### src/rtl/mux_3in.sv
// mux_3in: 3-to-1 word selector with a clocked illegal-select (sel = 3) flag and saturating counter.
// Build macro MUX3_OUT_REG_EN puts `out` behind a register (1-cycle latency, async clear on rst).
module mux_3in #(
  parameter int               WIDTH       = 32,
  parameter int               CNT_W       = 8,
  parameter logic [WIDTH-1:0] ILLEGAL_VAL = {WIDTH{1'b0}}
) (
  input  logic             clk,
  input  logic             rst,
  input  logic [WIDTH-1:0] in1,
  input  logic [WIDTH-1:0] in2,
  input  logic [WIDTH-1:0] in3,
  input  logic [1:0]       sel,
  output logic [WIDTH-1:0] out,
  output logic             sel_err,
  output logic [CNT_W-1:0] err_cnt
);

  localparam logic [CNT_W-1:0] CNT_MAX     = {CNT_W{1'b1}};
  localparam logic [CNT_W-1:0] CNT_ONE     = {{(CNT_W-1){1'b0}}, 1'b1};
  localparam logic [1:0]       SEL_ILLEGAL = 2'd3;

  logic [WIDTH-1:0] dec_s;
  logic             illegal_s;
  logic             sel_err_r;
  logic [CNT_W-1:0] err_cnt_r;

  // Source decode; an unknown sel falls to default so X never reaches out.
  always_comb begin
    dec_s = ILLEGAL_VAL;
    case (sel)
      2'd0:    dec_s = in1;
      2'd1:    dec_s = in2;
      2'd2:    dec_s = in3;
      default: dec_s = ILLEGAL_VAL;
    endcase
  end

  assign illegal_s = (sel == SEL_ILLEGAL);

  // Sticky illegal-select flag and saturating illegal-edge counter.
  always_ff @(posedge clk or posedge rst) begin
    if (rst) begin
      sel_err_r <= 1'b0;
      err_cnt_r <= {CNT_W{1'b0}};
    end else if (illegal_s) begin
      sel_err_r <= 1'b1;
      if (err_cnt_r != CNT_MAX) begin
        err_cnt_r <= err_cnt_r + CNT_ONE;
      end else begin
        err_cnt_r <= err_cnt_r;
      end
    end else begin
      sel_err_r <= sel_err_r;
      err_cnt_r <= err_cnt_r;
    end
  end

  assign sel_err = sel_err_r;
  assign err_cnt = err_cnt_r;

`ifdef MUX3_OUT_REG_EN
  logic [WIDTH-1:0] out_r;

  // Output pipeline stage.
  always_ff @(posedge clk or posedge rst) begin
    if (rst) begin
      out_r <= {WIDTH{1'b0}};
    end else begin
      out_r <= dec_s;
    end
  end

  assign out = out_r;
`else
  assign out = dec_s;
`endif

endmodule

### config.mk
export PLATFORM = sky130hd
export DESIGN_NAME = mux_3in
export DESIGN_NICKNAME = d
export VERILOG_FILES = /design/src/rtl/mux_3in.sv
export SDC_FILE = /design/constraint.sdc
export NUM_CORES = 1
export LEC_CHECK = 0
export BUFFER_PORTS_ARGS = -buffer_cell sky130_fd_sc_hd__buf_2
export CORE_ASPECT_RATIO = 0.9
export CORE_UTILIZATION = 32
export CTS_CLUSTER_SIZE = 8
export DETAILED_ROUTE_END_ITERATION = 12
export GPL_ROUTABILITY_DRIVEN = 0
export PLACE_DENSITY = 0.76
export SYNTH_ARGS = -nofsm -noshare
export SYNTH_HDL_FRONTEND = slang
export SYNTH_SLANG_ARGS = --single-unit
### constraint.sdc
create_clock -name clk -period 1.55 [get_ports clk]
set_input_delay 0.31 -clock clk [delete_from_list [all_inputs] [get_ports clk]]
set_output_delay 0.31 -clock clk [all_outputs]
set_load 0.005 [all_outputs]
# Word-level counts from Yosys, hierarchy flattened
# Cells that the tools add are included.
[totals]
ff_bits = 9
input_bits = 100
output_inout_bits = 41
wordCells = 10
[classes]
n_addsub = 1
eq_ne = 4
n_mux = 1
n_reduce_logical = 2
[ops]
columns = ["op", "count"]
rows = [
  ["case mux 32 bit (3 select lines)", 1],
  ["adder 8 x 1 -> 8 bit (second input constant)", 1],
  ["inequality test 8 bit (second input constant)", 1],
  ["== test 2 bit (second input constant)", 2],
  ["== test 2 x 1 -> 1 bit (second input constant)", 1],
  ["zero test 2 bit", 1],
  ["AND reduction 2 bit", 1],
]

# Longest topological paths before layout
[logic_depth]
word_depth = 2
depth_mapped = 6
depth_no_buf = 4

# Worst setup path before layout
# OpenSTA, ideal clock, no wires.
[synth_timing]
path_kind = "register to register"
startpoint = "reg err_cnt_r[0] (netlist: err_cnt[0])"
endpoint = "reg err_cnt_r[6] (netlist: err_cnt[6])"
setup_time_ps = 125
arrival_ps = 1338
required_time_ps = 1425
path_slack_ps = 87
path_stages_with_launch = 5
n_path_buf = 0
synth_period_minus_slack_ps = 1463
cell_sequence = "dfrtp_1 -> ha_1 -> nand3_1 -> nor3_1 -> mux2_2"
[synth_via]
elab_chain_len = 2
elab_cells_between_ends = 3
cone_classes = "1 x add/sub; 1 x eq/ne; 1 x reduce/logical"
[synth_rtl]
columns = ["element", "line", "source"]
rows = [
  ["start, declared", "26", "logic [CNT_W-1:0] err_cnt_r;"],
  ["start signal, assigned", "45", "err_cnt_r <= {CNT_W{1'b0}};"],
  ["start signal, assigned", "49", "err_cnt_r <= err_cnt_r + CNT_ONE;"],
  ["start signal, assigned", "51", "err_cnt_r <= err_cnt_r;"],
  ["branches (longest 2 deep; another with adder 8 x 1 -> 8 bit)", "n/a", ""],
]
# Parallel ways; which one is timed is not known.
# A chain may end at the register's enable or synchronous reset.

# Worst setup path after layout
[layout_timing]
startpoint = "in sel[1]"
endpoint = "out out[9]"
[layout_via]
elab_chain_len = 2
elab_cells_between_ends = 4
cone_classes = "2 x eq/ne; 1 x mux; 1 x reduce/logical"
[layout_rtl]
columns = ["element", "line", "source"]
rows = [
  ["start, declared", "13", "input logic [1:0] sel,"],
  ["== test 2 bit (tied with other cells)", "31", "case (sel)"],
  ["case mux 32 bit (3 select lines) *", "31", ""],
  ["end, declared", "14", "output logic [WIDTH-1:0] out,"],
]
# Every way passes the cells marked *; elsewhere a longest branch is shown, timed or not.

==> impl_metrics.csv <==
group,metric,value,unit
status,status,"completed",
setup_path,worstSetupStartpointType,"input port",
timing,fin_crit_sh,0.942,
floorplan,rows,19,
timing,slew_viol_final,0,
synthesis,synthesis.area,0.00112,mm²
place,port_buffers,140,
power_and_ir_drop,p_sw_frac,0.368,
setup_path,path_class,"input port to output pin",
grt,antenna_found_initial,0,
grt,grt_pass1_wl,6.35,mm
detailed_routing,vias_per_cell,4.86,
grt,gr-max-usage-layer,"met2",
timing,rsz0062_at_grt,"no",
layout,nets,396,
synthesis,postSynthAreaPerCell,7.46,µm²
setup_path,end_kind,"output pin",
floorplan,ioPinCount,141,
clocking,cts_buffers,3,
synthesis,synth_area_leader_cell,"mux2i_1",
grt,grt_use_met3,0.0512,
detailed_routing,wl_per_cell,12.3,µm
floorplan,die_w,64.3,µm
layout,finalNonFillerCells,336,
power_and_ir_drop,p_switching,0.530,mW
clocking,max-clock-path-buffers,2,
timing,max_slew.worst_pin.slew,0.357,ns
clocking,hold_buffers,0,
clocking,clk_latency,0.24,ns
timing,setup_violations,0,
synthesis,synth-edff-count,0,
grt,overflow,0,
clocking,clk_pin_slew,0.05,ns
layout,diodes,0,
power_and_ir_drop,power_density,720,mW/mm²
floorplan,dieArea,0.00374,mm²
power_and_ir_drop,combPwrFrac,0.530,
synthesis,ys_types,30,
min_path,hold_class,"input port to async pin",
place,place_ws,0.0892,ns
synthesis,synth-seq-cells,9,
detailed_routing,first_iter_violations,70,
setup_path,cp_max_fo,16,
timing,hold_viol,0,
grt,use_met2,0.411,
timing,maxSlewHeadroom,0.761,
clocking,cts.sinks,9,
timing,fin_skew,0.00146,ns
place,place_hpwl,3.33,mm
power_and_ir_drop,leakagePower,1.13,nW
grt,grt_usage,0.214,
grt,met1_usage,0.231,
power_and_ir_drop,ir_drop,0.939,mV
detailed_routing,vias,1632,
job,max_cap_violations,0,
synthesis,async_flop_share,1.00,
synthesis,synth_cells,150,
clocking,root_buffer,"clkbuf_8",
timing,fin_tns_setup,0,ns
grt,grt_max_degree,23,
synthesis,synthFlopType,"dfrtp_1",
synthesis,synth_top_area_share,0.286,
floorplan,start_util,0.351,
floorplan,coreArea,0.00319,mm²
timing,fin_ws,0.0901,ns
layout,drive_gt1_frac,0.558,
timing,min_period,1.46,ns
synthesis,synth_commonest_cells,"nand2_1 (36), mux2i_1 (32), o21ai_0 (25), dfrtp_1 (9)",
synthesis,synth.most_common_cell,"nand2_1",
power_and_ir_drop,p_int,0.911,mW
layout,fin_area,0.00200,mm²
power_and_ir_drop,seqPwrFrac,0.274,
clocking,h-tree-depth,1,
synthesis,synth_nets,251,
synthesis,synthTopCellsByArea,"mux2i_1 (29%), dfrtp_1 (20%), nand2_1 (12%)",
clocking,cts_tree,"done",
timing,hold_ws,0.0282,ns
setup_path,worstPathArrival,1.15,ns
grt,grt_pass1_vias,1501,
detailed_routing,antenna_left,0,
power_and_ir_drop,power_frac_clock,0.195,
detailed_routing,drc,0,
synthesis,ys_warn_count,0,
layout,syn2layout_area_growth,78.9,%
detailed_routing,wirelength,4.12,mm
setup_path,cp.required,1.24,ns
timing,fmax,685,MHz
place,dp_cells,332,
synthesis,ys_seq_area_frac,0.201,
detailed_routing,first_pass_iters,4,
floorplan,die_height,58.1,µm
place,placed_area,0.00194,mm²
[cells by family (layout without fill, tap and decap cells)]
| logic type | count (synthesis) | after routing | synth area share |
|---|---|---|---|
| DFF | 9 | 9 | 0.201 |
| xor gates and xnor gates | 2 | 2 | 0.0157 |
| muxes | 36 | 36 | 0.327 |
| AOI/OAI and AO/OA | 38 | 38 | 0.187 |
| adders and majority gates | 1 | 1 | 0.0112 |
| and+or+nand+nor | 51 | 51 | 0.204 |
| buffers and inverters | 13 | 157 | 0.0548 |
[worst max-delay path: stages]
cell and delay (ns):
buf_2 0.20, buf_12 0.19, mux2i_1 0.24, o21ai_1 0.07
buf_2 0.13
[final cells by class]
| cell class | count | area [µm²] |
|---|---|---|
| inverter | 2 | 7.51 |
| sequential | 9 | 225 |
| timing repair buffer | 151 | 821 |
| tap | 42 | 52.6 |
| fill | 318 | 1180 |
| multi-input combinational | 128 | 850 |
| clock buffer | 4 | 45.0 |
[placed cells by master (no fill, tap or decap), types with 2 or more instances in the layout]
master,instances
clkbuf_8,3
dfrtp_1,9
buf_12,3
inv_1,2
o21ai_0,25
nor2_1,3
mux2i_1,32
buf_2,140
nand2_1,36
o21ai_1,7
xnor2_1,2
mux2_2,4
buf_4,8
[registers in the layout (all words and copies together), names as in the netlist]
signal / cells
err_cnt: 8
sel_err: 1
[metal layers]
layer,vias to the layer above,part of all wire
li1,818,-
met1,719,0.39
met2,88,0.50
met3,7,0.10
met4,0,0.012
met5,-,0
[metrics by stage]
step	utilization	power, mW
global placement	0.609	1.12
finish	0.628	1.44
floorplan	-	0.718
global route	0.628	1.54
CTS	0.623	1.43
detailed placement	0.609	1.14
[repair_timing]
action / 4_1_cts / 5_1_grt
setup endpoints to repair: 0 / 3
endpoints found under the hold margin: 0 / 0
resized for setup: 0 / 3
buffers inserted: 0 / 0
[path summary, 6_finish.rpt]
check                           start    endpoint  slack (ns)  cells after the start
setup / recovery               sel[1]      out[9]        0.09                      5
hold / removal                    rst  err_cnt[2]        0.03                      2
setup reg to reg           err_cnt[0]  err_cnt[6]        0.15                      4
hold reg to reg               sel_err     sel_err        0.46                      1
max in group asynchronous         rst  err_cnt[1]        1.26                      2
min in group clk              sel_err     sel_err        0.46                      1
[power groups by stage]
stage / Combinational [mW] / Sequential, mW / Clock (mW)
6_report: 0.764 / 0.396 / 0.281
4_1_cts: 0.757 / 0.390 / 0.283
2_1_floorplan: 0.305 / 0.413 / 0
3_3_place_gp: 0.736 / 0.387 / 0
5_1_grt: 0.844 / 0.407 / 0.292
3_5_place_dp: 0.751 / 0.393 / 0
Note: power is estimated with default switching activity, not from simulation.
